## config.mk

```make
export PLATFORM = sky130hd
export DESIGN_NAME = run_controller_flat
export DESIGN_NICKNAME = d
export VERILOG_FILES = /design/src/rtl/run_ctrl_pkg.sv /design/src/rtl/run_controller_if.sv /design/src/rtl/core_release_seq.sv /design/src/rtl/run_controller.sv /design/src/flat_wrapper.sv
export SDC_FILE = /design/constraint.sdc
export NUM_CORES = 1
export LEC_CHECK = 0
export ABC_CLOCK_PERIOD_IN_PS = 3000
export CELL_PAD_IN_SITES_DETAIL_PLACEMENT = 1
export CELL_PAD_IN_SITES_GLOBAL_PLACEMENT = 1
export CORE_ASPECT_RATIO = 0.6
export CORE_MARGIN = 2
export CORE_UTILIZATION = 36
export DETAILED_ROUTE_END_ITERATION = 10
export PLACE_DENSITY_LB_ADDON = 0.1
export SYNTH_ARGS = -nofsm -noshare
export SYNTH_HDL_FRONTEND = slang
export SYNTH_SLANG_ARGS = --single-unit
```

## constraint.sdc

```tcl
create_clock -name clock -period 3 [get_ports clock]
set_input_delay 0.6 -clock clock [delete_from_list [all_inputs] [get_ports clock]]
set_output_delay 0.6 -clock clock [all_outputs]
set_load 0.02 [all_outputs]
```

## src/rtl/run_ctrl_pkg.sv

```systemverilog
// Shared types for the run controller.
// Run phases, in the order a normal run visits them.
package run_ctrl_pkg;

  typedef enum logic [1:0] {
    IDLE,
    HOLD,
    RUN,
    DONE
  } run_state_t;

  function automatic int cnt_width(input int n);
    return (n > 1) ? $clog2(n) : 1;
  endfunction

endpackage

```

## src/rtl/run_controller_if.sv

```systemverilog
// Run-control bundle between the bench/debug side and the controller.
// The master side starts and aborts runs; the slave side owns the status.
interface run_controller_if #(
  parameter int N_CORES = 1,
  parameter int CNT_W   = 32
);

  logic               start;
  logic               abort;
  logic [N_CORES-1:0] halt;
  logic [N_CORES-1:0] core_rst;
  logic               busy;
  logic               done;
  logic               timed_out;
  logic [N_CORES-1:0] halted_mask;
  logic [CNT_W-1:0]   cycle_count;

  modport master (
    output start,
    output abort,
    output halt,
    input  core_rst,
    input  busy,
    input  done,
    input  timed_out,
    input  halted_mask,
    input  cycle_count
  );

  modport slave (
    input  start,
    input  abort,
    input  halt,
    output core_rst,
    output busy,
    output done,
    output timed_out,
    output halted_mask,
    output cycle_count
  );

endinterface

```

## src/rtl/core_release_seq.sv

```systemverilog
// Staggered release mask: core 0 on go, core k STAGGER*k edges later.
// Bits only ever rise until clr drops them all at once.
module core_release_seq
  import run_ctrl_pkg::*;
#(
  parameter int N_CORES = 1,
  parameter int STAGGER = 0
) (
  input  logic               clock,
  input  logic               rst,
  input  logic               clr,
  input  logic               go,
  output logic [N_CORES-1:0] rel
);

  localparam int SW = cnt_width(STAGGER);
  localparam logic [SW-1:0] LAST =
    SW'((STAGGER > 0) ? STAGGER - 1 : 0);
  localparam logic [N_CORES-1:0] ALL = '1;
  localparam logic [N_CORES-1:0] ONE = N_CORES'(1);

  logic [SW-1:0] cnt;

  always_ff @(posedge clock or posedge rst) begin
    if (rst) begin
      rel <= '0;
      cnt <= '0;
    end else if (clr) begin
      rel <= '0;
      cnt <= '0;
    end else if (go) begin
      rel <= (STAGGER == 0) ? ALL : ONE;
      cnt <= '0;
    end else if (rel != '0 && rel != ALL) begin
      if (cnt == LAST) begin
        rel <= (rel << 1) | ONE;
        cnt <= '0;
      end else begin
        cnt <= cnt + SW'(1);
      end
    end
  end

endmodule

```

## src/rtl/run_controller.sv

```systemverilog
// Reset-and-run sequencer for one or more cores: hold, staggered
// release, cycle budget, halt collection.
module run_controller
  import run_ctrl_pkg::*;
#(
  parameter int N_CORES    = 1,
  parameter int RST_CYCLES = 1,
  parameter int STAGGER    = 0,
  parameter int MAX_CYCLES = 1000000,
  parameter int CNT_W      = 32
) (
  input  logic          clock,
  input  logic          rst,
  run_controller_if.slave bus
);

  localparam int HW = cnt_width(RST_CYCLES);
  localparam logic [HW-1:0] HOLD_LAST = HW'(RST_CYCLES - 1);
  localparam logic [CNT_W-1:0] CNT_MAX = CNT_W'(MAX_CYCLES);

  run_state_t         state, state_n;
  logic [HW-1:0]      hold_q, hold_n;
  logic [CNT_W-1:0]   cnt_q, cnt_n;
  logic [N_CORES-1:0] mask_q, mask_n;
  logic               to_q, to_n;
  logic               busy_q, done_q;
  logic [N_CORES-1:0] rel;
  logic [CNT_W-1:0]   run_cnt;
  logic [N_CORES-1:0] run_mask;
  logic               go, clr;

  assign run_cnt  = cnt_q + CNT_W'(1);
  assign run_mask = mask_q | (bus.halt & rel);

  always_comb begin
    state_n = state;
    hold_n  = hold_q;
    cnt_n   = cnt_q;
    mask_n  = mask_q;
    to_n    = to_q;
    unique case (state)
      IDLE: begin
        if (bus.start) begin
          state_n = HOLD;
          hold_n  = '0;
          cnt_n   = '0;
          mask_n  = '0;
          to_n    = 1'b0;
        end
      end
      HOLD: begin
        if (bus.abort) begin
          state_n = IDLE;
        end else if (hold_q == HOLD_LAST) begin
          state_n = RUN;
        end else begin
          hold_n = hold_q + HW'(1);
        end
      end
      RUN: begin
        if (bus.abort) begin
          state_n = IDLE;
        end else begin
          cnt_n  = run_cnt;
          mask_n = run_mask;
          // completion outranks a budget hit on the same edge
          if (&run_mask) begin
            state_n = DONE;
          end else if (run_cnt == CNT_MAX) begin
            state_n = DONE;
            to_n    = 1'b1;
          end
        end
      end
      DONE: begin
        if (bus.abort) begin
          state_n = IDLE;
        end else if (bus.start) begin
          state_n = HOLD;
          hold_n  = '0;
          cnt_n   = '0;
          mask_n  = '0;
          to_n    = 1'b0;
        end
      end
      default: state_n = IDLE;
    endcase
  end

  assign go  = (state == HOLD) && (state_n == RUN);
  assign clr = (state_n != RUN);

  always_ff @(posedge clock or posedge rst) begin
    if (rst) begin
      state  <= IDLE;
      hold_q <= '0;
      cnt_q  <= '0;
      mask_q <= '0;
      to_q   <= 1'b0;
      busy_q <= 1'b0;
      done_q <= 1'b0;
    end else begin
      state  <= state_n;
      hold_q <= hold_n;
      cnt_q  <= cnt_n;
      mask_q <= mask_n;
      to_q   <= to_n;
      busy_q <= (state_n == HOLD) || (state_n == RUN);
      done_q <= (state_n == DONE);
    end
  end

  core_release_seq #(
    .N_CORES (N_CORES),
    .STAGGER (STAGGER)
  ) u_rel (
    .clock (clock),
    .rst   (rst),
    .clr   (clr),
    .go    (go),
    .rel   (rel)
  );

  assign bus.core_rst    = ~rel;
  assign bus.busy        = busy_q;
  assign bus.done        = done_q;
  assign bus.timed_out   = to_q;
  assign bus.halted_mask = mask_q;
  assign bus.cycle_count = cnt_q;

endmodule

```

## src/flat_wrapper.sv

```systemverilog
// flat-port wrapper written by rule: the top's interface ports become plain ports
module run_controller_flat import run_ctrl_pkg::*;
#(
  parameter int N_CORES    = 1,
  parameter int RST_CYCLES = 1,
  parameter int STAGGER    = 0,
  parameter int MAX_CYCLES = 1000000,
  parameter int CNT_W      = 32
)
  (clock, rst, bus_start, bus_abort, bus_halt, bus_core_rst, bus_busy, bus_done, bus_timed_out, bus_halted_mask, bus_cycle_count);
  run_controller_if #(.N_CORES(N_CORES), .CNT_W(CNT_W)) bus_i ();
  input  logic clock;
  input  logic rst;
  input wire logic [$bits(bus_i.start)-1:0] bus_start;
  input wire logic [$bits(bus_i.abort)-1:0] bus_abort;
  input wire logic [$bits(bus_i.halt)-1:0] bus_halt;
  output wire logic [$bits(bus_i.core_rst)-1:0] bus_core_rst;
  output wire logic [$bits(bus_i.busy)-1:0] bus_busy;
  output wire logic [$bits(bus_i.done)-1:0] bus_done;
  output wire logic [$bits(bus_i.timed_out)-1:0] bus_timed_out;
  output wire logic [$bits(bus_i.halted_mask)-1:0] bus_halted_mask;
  output wire logic [$bits(bus_i.cycle_count)-1:0] bus_cycle_count;
  assign bus_i.start = bus_start;
  assign bus_i.abort = bus_abort;
  assign bus_i.halt = bus_halt;
  assign bus_core_rst = bus_i.core_rst;
  assign bus_busy = bus_i.busy;
  assign bus_done = bus_i.done;
  assign bus_timed_out = bus_i.timed_out;
  assign bus_halted_mask = bus_i.halted_mask;
  assign bus_cycle_count = bus_i.cycle_count;
  run_controller #(.N_CORES(N_CORES), .RST_CYCLES(RST_CYCLES), .STAGGER(STAGGER), .MAX_CYCLES(MAX_CYCLES), .CNT_W(CNT_W)) u_core (.clock(clock), .rst(rst), .bus(bus_i));
endmodule
```

==> impl_metrics.json, run 1 <==
{
  "wl_per_cell_um": 19.5,
  "finalCoreUtilization_pct": 51.6,
  "syn_area_mm2": 0.00250,
  "crit_fanout": 6,
  "rows": 23,
  "groute.usage.overall_pct": 23.9,
  "post_drt_via_cell_ratio": 5.81,
  "p_sw_uw": 497,
  "grt_max_degree": 40,
  "power.total_uw": 1660,
  "p_clk_share_pct": 41.6,
  "cts.sinks": 39,
  "p_int_uw": 1160,
  "hold_violations": 0,
  "drt_iter0_drc": 152,
  "grt_overflow_total": 0,
  "min_path_type": "register to register",
  "tritoncts": "built",
  "chipWidth_um": 112,
  "hpwl_mm": 6.41,
  "cts_root_buf": "clkbuf_16",
  "r2r_slack_ns": 0.15,
  "antenna_found_initial": 0,
  "syn_inst": 301,
  "ir_drop_v": 0.000233,
  "r2r-start": "u_core.bus.cycle_count[0]$_DFFE_PP0P_",
  "status": "complete, no violations",
  "async_reset_ff_share_pct": 100,
  "max_freq_mhz": 350,
  "min_from": "u_core.bus.halted_mask$_DFFE_PP0P_",
  "end_kind": "register",
  "r2r_end": "u_core.u_rel.rel$_DFFE_PP0P_",
  "clk_path_buf_depth": 2,
  "ys_seq_area_share_pct": 39.0,
  "worst_setup_path_start_kind": "register",
  "seqCellArea_um2": 980,
  "diodes": 0,
  "clkTransAtPathRegs_ns": 0.06,
  "cts_made_buffers": 5,
  "fill_cells": 805,
  "first_pass_iters": 4,
  "p_per_area_mw_per_mm2": 479,
  "multiInputGateArea_mm2": 0.00147,
  "yosysUniqueCellTypes": 45,
  "gp_congestion": 0.856,
  "min_period_ns": 2.85,
  "wl_mm": 8.90,
  "vias": 2651,
  "p_seq_share_pct": 35.2,
  "syn_area_per_cell_um2": 8.31,
  "chipHeight_um": 68.6,
  "synth_flop_cell": "dfrtp_1",
  "holdPathEnd": "u_core.bus.halted_mask$_DFFE_PP0P_",
  "setup_violations": 0,
  "period_share_pct": 95.2,
  "hold_path_depth": 2,
  "port_buffers": 41,
  "slew_headroom_pct": 60.1,
  "layout.nets": 376,
  "r2r_cells": 11,
  "drv_cap": 0,
  "num_io_pins": 42,
  "ys_warn_count": 0,
  "finClkSkew_ns": 0.00545,
  "drive_above_1_share_pct": 16.8,
  "slew_violations": 0,
  "synth_fp_nets": 309,
  "worst_pin_slew_ns": 0.598,
  "h-tree-depth": 2,
  "initial_core_util_pct": 37.3,
  "final_antenna_net_count": 0,
  "insertion_delay_ns": 0.28,
  "cp.required_ns": 3.17,
  "drc_errors": 0,
  "sw_frac_of_total_pct": 30.0,
  "core_area_mm2": 0.00671,
  "critPathArrivalTime_ns": 3.02,
  "crit_type": "register to register",
  "comb_power_share_pct": 23.2,
  "area_growth_pct": 38.2,
  "synth_edf_count": 0,
  "grt_pass1_wl_mm": 14.1,
  "ys_seq_elements": 39,
  "grt_pass1_vias": 2634,
  "power_leakage_uw": 0.00143,
  "dieArea_mm2": 0.00766
}
==> synth_stat cells, types with 3 or more instances <==
cell | number | area (µm²)
a21oi_1 | 15 | 75.1
and2_1 | 3 | 18.8
and3_1 | 9 | 56.3
and4_1 | 3 | 26.3
buf_2 | 5 | 25.0
clkbuf_1 | 12 | 45.0
dfrtp_1 | 39 | 976
ha_1 | 3 | 37.5
inv_1 | 7 | 26.3
nand2_1 | 32 | 120
nand2b_1 | 4 | 25.0
nand3_1 | 15 | 75.1
nand4_1 | 12 | 75.1
nor2_1 | 23 | 86.3
nor3_1 | 7 | 35.0
nor4_2 | 3 | 37.5
o21ai_0 | 37 | 185
o21ai_1 | 9 | 45.0
o31ai_1 | 8 | 60.1
o41ai_1 | 3 | 26.3
or3_1 | 4 | 25.0
xnor2_1 | 8 | 70.1
xor2_1 | 9 | 78.8
==> power groups by stage <==
stage / registers (µW) / clock network [µW] / logic [µW]
3_3_place_gp: 592 / 0 / 378
5_1_grt: 588 / 724 / 422
4_1_cts: 584 / 699 / 383
3_5_place_dp: 594 / 0 / 380
6_report: 584 / 689 / 383
2_1_floorplan: 605 / 0 / 206
==> final cells by class <==
cell class | instances | area share (%)
Clock inverter | 2 | 1.74
Sequential cell | 39 | 28.3
Tap cell | 87 | 3.15
Timing Repair Buffer | 78 | 19.9
Clock buffer | 6 | 3.73
Inverter | 7 | 0.760
Multi-Input combinational cell | 237 | 42.4
==> sequential cells by signal, indices dropped and copies added, names as in the netlist <==
name and flops:
u_core.state 2, u_core.bus.done 1, u_core.u_rel.rel 1, u_core.bus.timed_out 1
u_core.bus.halted_mask 1, u_core.bus.busy 1, u_core.bus.cycle_count 32
==> worst max-delay path, stage by stage (launching register included) <==
cell and delay, ns:
dfrtp_2 0.36, ha_1 0.17, nand3_1 0.11, or4_4 0.57
nor3_2 0.28, xor2_1 0.19, o2111ai_1 0.17, nor4_2 0.31
buf_4 0.17, o32ai_1 0.08, ha_1 0.19, nor2b_1 0.13
==> through the flow <==
stage | area [µm²] | std cells | setup TNS (ns) | setup WS (ns) | hold WS [ns]
finish | 3460 | 456 | 0 | 0.145 | 0.517
global route | 3460 | 456 | -0.00176 | -0.00176 | 0.567
CTS | 3420 | 455 | 0 | 0.0297 | 0.526
detailed placement | 3230 | 447 | 0 | 0.101 | 0.508
global placement | 3230 | 447 | 0 | 0.200 | 0.500
floorplan | 2500 | 301 | 0 | 0.0826 | 0.506
==> cell usage in the layout (no fill, tap or decap), drive strengths merged, types with 6 or more instances in the layout <==
master / instances
o21ai: 46
a21oi: 15
nor3: 9
o31ai: 8
nand2: 32
nor4: 6
xor2: 9
nand3: 15
and3: 9
nor2: 23
buf: 37
inv: 7
xnor2: 8
dfrtp: 39
nand4: 14
clkbuf: 6
clkdlybuf4s50: 41
==> timing repair <==
action,CTS,global route
hold buffers,0,0
resized for setup,0,7
endpoints found under the setup margin,0,3
buffers inserted,0,1
==> cell families (layout without fill, tap and decap cells) <==
family	Yosys count	count (layout)	share of synthesized area, %
AO/OA/AOI/OAI	86	86	20.3
XOR/XNOR	17	17	5.95
buffers and inverters	25	93	4.00
adder cells (fa/ha/maj)	3	3	1.50
flip-flops	39	39	39.0
AND/OR/NAND/NOR	131	131	29.3
==> metal layers <==
layer	vias up	track usage [%]	wire length (µm)
li1	1236	-	-
met1	1337	33.4	4350
met2	74	39.7	3970
met3	4	4.20	522
met4	0	4.63	50
met5	-	0	0
==> how the worst max path moves through the flow <==
| stage | startpoint | end | cells past startpoint |
|---|---|---|---|
| 2_1_floorplan | u_core.bus.cycle_count[0]$_DFFE_PP0P_ | u_core.bus.busy$_DFF_PP0_ | 11 |
| 3_3_place_gp | u_core.bus.cycle_count[0]$_DFFE_PP0P_ | u_core.bus.busy$_DFF_PP0_ | 10 |
| 3_5_place_dp | u_core.bus.cycle_count[0]$_DFFE_PP0P_ | u_core.u_rel.rel$_DFFE_PP0P_ | 10 |
| 4_1_cts | u_core.bus.cycle_count[0]$_DFFE_PP0P_ | u_core.u_rel.rel$_DFFE_PP0P_ | 10 |
| 5_1_grt | u_core.bus.cycle_count[0]$_DFFE_PP0P_ | u_core.bus.busy$_DFF_PP0_ | 13 |
| 6_report | u_core.bus.cycle_count[0]$_DFFE_PP0P_ | u_core.u_rel.rel$_DFFE_PP0P_ | 11 |
Note: power is estimated with default switching activity, not from simulation.
==> run 2, diff against run 1 <==
--- a/config.mk
+++ b/config.mk
@@ -8,7 +8,6 @@
 export ABC_CLOCK_PERIOD_IN_PS = 3000
 export CELL_PAD_IN_SITES_DETAIL_PLACEMENT = 1
 export CELL_PAD_IN_SITES_GLOBAL_PLACEMENT = 1
-export CORE_ASPECT_RATIO = 0.6
 export CORE_MARGIN = 2
 export CORE_UTILIZATION = 36
 export DETAILED_ROUTE_END_ITERATION = 10
==> impl_metrics.json, run 2 (synthesis gave the netlist of run 1 again) <==
{
  "status": "complete, no violations",
  "grt_max_degree": 39,
  "worst_setup_path_start_kind": "register",
  "finClkSkew_ns": 0.00295,
  "hold_violations": 0,
  "chipWidth_um": 87.4,
  "h-tree-depth": 2,
  "grt_pass1_wl_mm": 13.9,
  "pre_cts_ws_ns": -0.00587,
  "hold_path_depth": 2,
  "largest_reg_flops": 32,
  "num_io_pins": 42,
  "final_antenna_net_count": 0,
  "hpwl_mm": 6.14,
  "tritoncts": "built",
  "final_cell_mix": "buf_4 (42), clkdlybuf4s50_1 (41), o21ai_0 (37), dfrtp_1 (37), nand2_1 (32)",
  "finalCoreUtilization_pct": 50.3,
  "grt_overflow_total": 0,
  "top_layer": "met4",
  "crit_fanout": 4,
  "insertion_delay_ns": 0.29,
  "fill_cells": 830,
  "drt-met1-wl_mm": 4.11,
  "max_freq_mhz": 343,
  "cts.sinks": 39,
  "drv_cap": 0,
  "drt_iter0_drc": 166,
  "fin_ws_ns": 0.0880,
  "worst_pin_slew_ns": 0.669,
  "cts_root_buf": "clkbuf_8",
  "slew_violations": 0,
  "clk_path_buf_depth": 2,
  "wl_per_cell_um": 18.4,
  "crit_type": "register to register",
  "placed_cells": 444,
  "first_pass_iters": 6,
  "fin_cells": 454,
  "min_path_type": "register to register",
  "drc_errors": 0,
  "p_per_area_mw_per_mm2": 421,
  "cp.required_ns": 3.19,
  "wl_met2_mm": 3.95,
  "r2r_cells": 10,
  "cts_made_buffers": 5,
  "period_share_pct": 97.1,
  "diodes": 0,
  "setup_violations": 0,
  "groute.usage.overall_pct": 23.3,
  "end_kind": "register",
  "critPathArrivalTime_ns": 3.11,
  "gp_congestion": 0.866,
  "drive_above_1_share_pct": 16.8,
  "wl_met3_um": 248,
  "dieArea_mm2": 0.00763,
  "core_area_mm2": 0.00676,
  "antenna_found_initial": 0,
  "power.total_uw": 1430,
  "layout.nets": 381,
  "initial_core_util_pct": 37.0,
  "clkTransAtPathRegs_ns": 0.08,
  "post_drt_via_cell_ratio": 5.72,
  "cts_hold_buf": 0,
  "slew_headroom_pct": 55.4,
  "rows": 30,
  "vias": 2599,
  "grt_pass1_vias": 2664,
  "final_common_cell": "buf_4",
  "wl_mm": 8.36,
  "area_growth_pct": 35.7,
  "power_leakage_uw": 0.00143,
  "r2r_slack_ns": 0.09,
  "chipHeight_um": 87.4,
  "port_buffers": 41,
  "ir_drop_v": 0.000342,
  "min_period_ns": 2.91
}
## run 2: critical path, stage by stage, from the launching register on
cell and delay [ns]:
dfrtp_1 0.41, nand4_1 0.25, or4_1 0.66, nor3_2 0.27, and3_1 0.20, o221ai_1 0.12
nor4_2 0.29, buf_4 0.18, o32ai_1 0.10, ha_1 0.29, inv_1 0.04
## run 2: final timing paths
check,to,startpoint
max reg2reg,u_core.bus.busy$_DFF_PP0_,u_core.bus.cycle_count[3]$_DFFE_PP0P_
min,u_core.bus.halted_mask$_DFFE_PP0P_,u_core.bus.halted_mask$_DFFE_PP0P_
min reg2reg,u_core.bus.halted_mask$_DFFE_PP0P_,u_core.bus.halted_mask$_DFFE_PP0P_
min in group asynchronous,u_core.bus.cycle_count[3]$_DFFE_PP0P_,rst
max,u_core.bus.busy$_DFF_PP0_,u_core.bus.cycle_count[3]$_DFFE_PP0P_
max in group asynchronous,u_core.bus.cycle_count[24]$_DFFE_PP0P_,rst
## run 2: stage by stage
step           instance area [µm²]  TNS (ns)  hold WS [ns]
2_1_floorplan                 2500         0         0.506
3_3_place_gp                  3250         0         0.491
3_5_place_dp                  3250  -0.00587         0.518
4_1_cts                       3380         0         0.545
5_1_grt                       3400  -0.00289         0.604
6_report                      3400         0         0.536
## run 2: where the power goes
group          switching (µW)  leakage (µW)  internal [µW]
clock network             197     0.0000612            269
registers                29.9      0.000538            554
logic                     250      0.000826            128
## run 2: routing by layer
layer / global-route usage, % / vias to the layer above
met5: 0 / -
met4: 4.62 / 0
met3: 2.65 / 7
met2: 37.3 / 44
met1: 33.9 / 1303
li1: - / 1245
## run 2: what timing repair did
action	in CTS	in global routing
endpoints found under the setup margin	2	3
resized for setup	1	1
pin swaps	0	3
endpoints found under the hold margin	0	0
setup buffers	0	2
## run 2: area by class of cell
cell class	instances	area (µm²)	area share, %
clock buffers	6	82.6	2.43
clock inverters	2	35.0	1.03
repair buffers	83	726	21.4
inverters	7	26.3	0.774
multi-input cells	237	1450	42.6
flip-flops and latches	39	978	28.8
well taps	80	100	2.95
==> run 3, diff against run 2 <==
--- a/config.mk
+++ b/config.mk
@@ -5,11 +5,11 @@
 export SDC_FILE = /design/constraint.sdc
 export NUM_CORES = 1
 export LEC_CHECK = 0
-export ABC_CLOCK_PERIOD_IN_PS = 3000
+export ABC_CLOCK_PERIOD_IN_PS = 2900
 export CELL_PAD_IN_SITES_DETAIL_PLACEMENT = 1
 export CELL_PAD_IN_SITES_GLOBAL_PLACEMENT = 1
-export CORE_MARGIN = 2
-export CORE_UTILIZATION = 36
+export CORE_MARGIN = 5
+export CORE_UTILIZATION = 40
 export DETAILED_ROUTE_END_ITERATION = 10
 export PLACE_DENSITY_LB_ADDON = 0.1
 export SYNTH_ARGS = -nofsm -noshare
==> constraint.sdc (replaced) <==
create_clock -name clock -period 2.9 [get_ports clock]
set_input_delay 0.58 -clock clock [delete_from_list [all_inputs] [get_ports clock]]
set_output_delay 0.58 -clock clock [all_outputs]
set_load 0.02 [all_outputs]
==> impl_metrics.json, run 3 (synthesis gave the netlist of run 1 again) <==
{
  "crit_type": "register to register",
  "grt_pass1_wl_mm": 14.6,
  "hpwl_mm": 6.17,
  "hold_violations": 0,
  "tritoncts": "built",
  "critPathArrivalTime_ns": 3.00,
  "slew_violations": 0,
  "period_share_pct": 96.9,
  "crit_fanout": 4,
  "gp_congestion": 0.852,
  "final_common_cell": "buf_4",
  "ir_drop_v": 0.000606,
  "cp.required_ns": 3.09,
  "min_period_ns": 2.81,
  "finalCoreUtilization_pct": 59.2,
  "grt_overflow_total": 0,
  "first_pass_iters": 4,
  "cts.sinks": 39,
  "finClkSkew_ns": 0.00819,
  "chipHeight_um": 89.1,
  "min_path_type": "register to register",
  "r2r_cells": 11,
  "core_area_mm2": 0.00599,
  "p_per_area_mw_per_mm2": 390,
  "max_freq_mhz": 356,
  "fill_cells": 718,
  "vias": 2714,
  "final_cell_mix": "buf_4 (47), clkdlybuf4s50_1 (41), o21ai_0 (37), dfrtp_1 (35), nand2_1 (32)",
  "insertion_delay_ns": 0.30,
  "worst_pin_slew_ns": 0.530,
  "multiInputGateArea_mm2": 0.00155,
  "slew_headroom_pct": 64.7,
  "drive_above_1_share_pct": 22.5,
  "rsz0062_at_grt": "yes",
  "cts_made_buffers": 5,
  "port_buffers": 41,
  "cts_hold_buf": 0,
  "drc_errors": 0,
  "fin_ws_ns": 0.0891,
  "seqCellArea_um2": 981,
  "diodes": 0,
  "power_leakage_uw": 0.00148,
  "num_io_pins": 42,
  "dieArea_mm2": 0.00794,
  "rows": 28,
  "status": "complete, no violations",
  "worst_setup_path_start_kind": "register",
  "h-tree-depth": 2,
  "antenna_found_initial": 0,
  "setup_violations": 0,
  "fin_area_mm2": 0.00355,
  "post_drt_via_cell_ratio": 5.94,
  "drv_cap": 0,
  "cts_root_buf": "clkbuf_8",
  "dpl_cell_area_mm2": 0.00330,
  "grt_pass1_vias": 2804,
  "clkTransAtPathRegs_ns": 0.07,
  "wl_per_cell_um": 19.9,
  "hold_path_depth": 2,
  "drt_iter0_drc": 192,
  "fin_cells": 457,
  "wl_mm": 9.11,
  "groute.usage.overall_pct": 23.8,
  "clk_path_buf_depth": 2,
  "final_antenna_net_count": 0,
  "area_growth_pct": 41.7,
  "chipWidth_um": 89.1,
  "grt_max_degree": 40,
  "layout.nets": 390,
  "pre_cts_ws_ns": 0.0285,
  "placed_cells": 444,
  "end_kind": "register",
  "largest_reg_flops": 32,
  "initial_core_util_pct": 41.8
}
-- run 3: cell types whose count changed in the layout (fill, tap and decap cells not counted), moves of 3 or more --
cell,change
buf_4,+5
xor2_1,-4
xor2_2,+4
buf_6,+3
-- run 3: power breakdown --
group	switching, µW	internal [µW]
logic	263	147
registers	32.7	573
clock network	200	166
total	496	886
-- run 3: metal layers --
metal | up-vias | track usage, % | part of all wire [%]
met5 | - | 0 | 0
met4 | 0 | 6.63 | 1.8
met3 | 14 | 3.59 | 3.7
met2 | 55 | 38.8 | 50
met1 | 1382 | 33.0 | 45
li1 | 1263 | - | -
-- run 3: final timing paths --
kind | slack [ns] | endpoint | startpoint
worst max-delay path | 0.09 | u_core.u_rel.rel$_DFFE_PP0P_ | u_core.bus.cycle_count[11]$_DFFE_PP0P_
worst min-delay path | 0.53 | u_core.bus.halted_mask$_DFFE_PP0P_ | u_core.bus.halted_mask$_DFFE_PP0P_
worst max register to register | 0.09 | u_core.u_rel.rel$_DFFE_PP0P_ | u_core.bus.cycle_count[11]$_DFFE_PP0P_
worst min register to register | 0.53 | u_core.bus.halted_mask$_DFFE_PP0P_ | u_core.bus.halted_mask$_DFFE_PP0P_
max in group asynchronous | 1.78 | u_core.bus.cycle_count[12]$_DFFE_PP0P_ | rst
min in group asynchronous | 0.71 | u_core.bus.cycle_count[5]$_DFFE_PP0P_ | rst
-- run 3: worst max-delay path, stage by stage, from the launching register on --
cell       delay, ns
dfrtp_1         0.38
nand4_2         0.14
buf_4           0.16
or4_4           0.56
nor3_4          0.23
xor2_2          0.20
o2111ai_1       0.16
nor4_2          0.28
buf_4           0.18
o32ai_1         0.09
ha_1            0.20
nor2b_1         0.12
-- run 3: what timing repair did --
action,CTS,global route
setup buffers,0,6
pin swaps,0,14
gates cloned,0,0
gates resized for setup,1,23
endpoints found under the setup margin,2,3
-- run 3: final cells by class --
cell class                      instances  share of cell area [%]
Multi-Input combinational cell        237                    43.8
Clock buffer                            7                    2.15
Inverter                                7                   0.741
Timing Repair Buffer                   92                    23.0
Tap cell                               75                    2.65
Sequential cell                        39                    27.7
-- run 3: stage by stage --
stage	total power [µW]	hold WS, ns	TNS [ns]
after floorplan	839	0.506	0
after global placement	992	0.492	0
final	1380	0.531	0
after global routing	1460	0.597	-0.0623
after CTS	1370	0.532	0
after detailed placement	1000	0.505	0
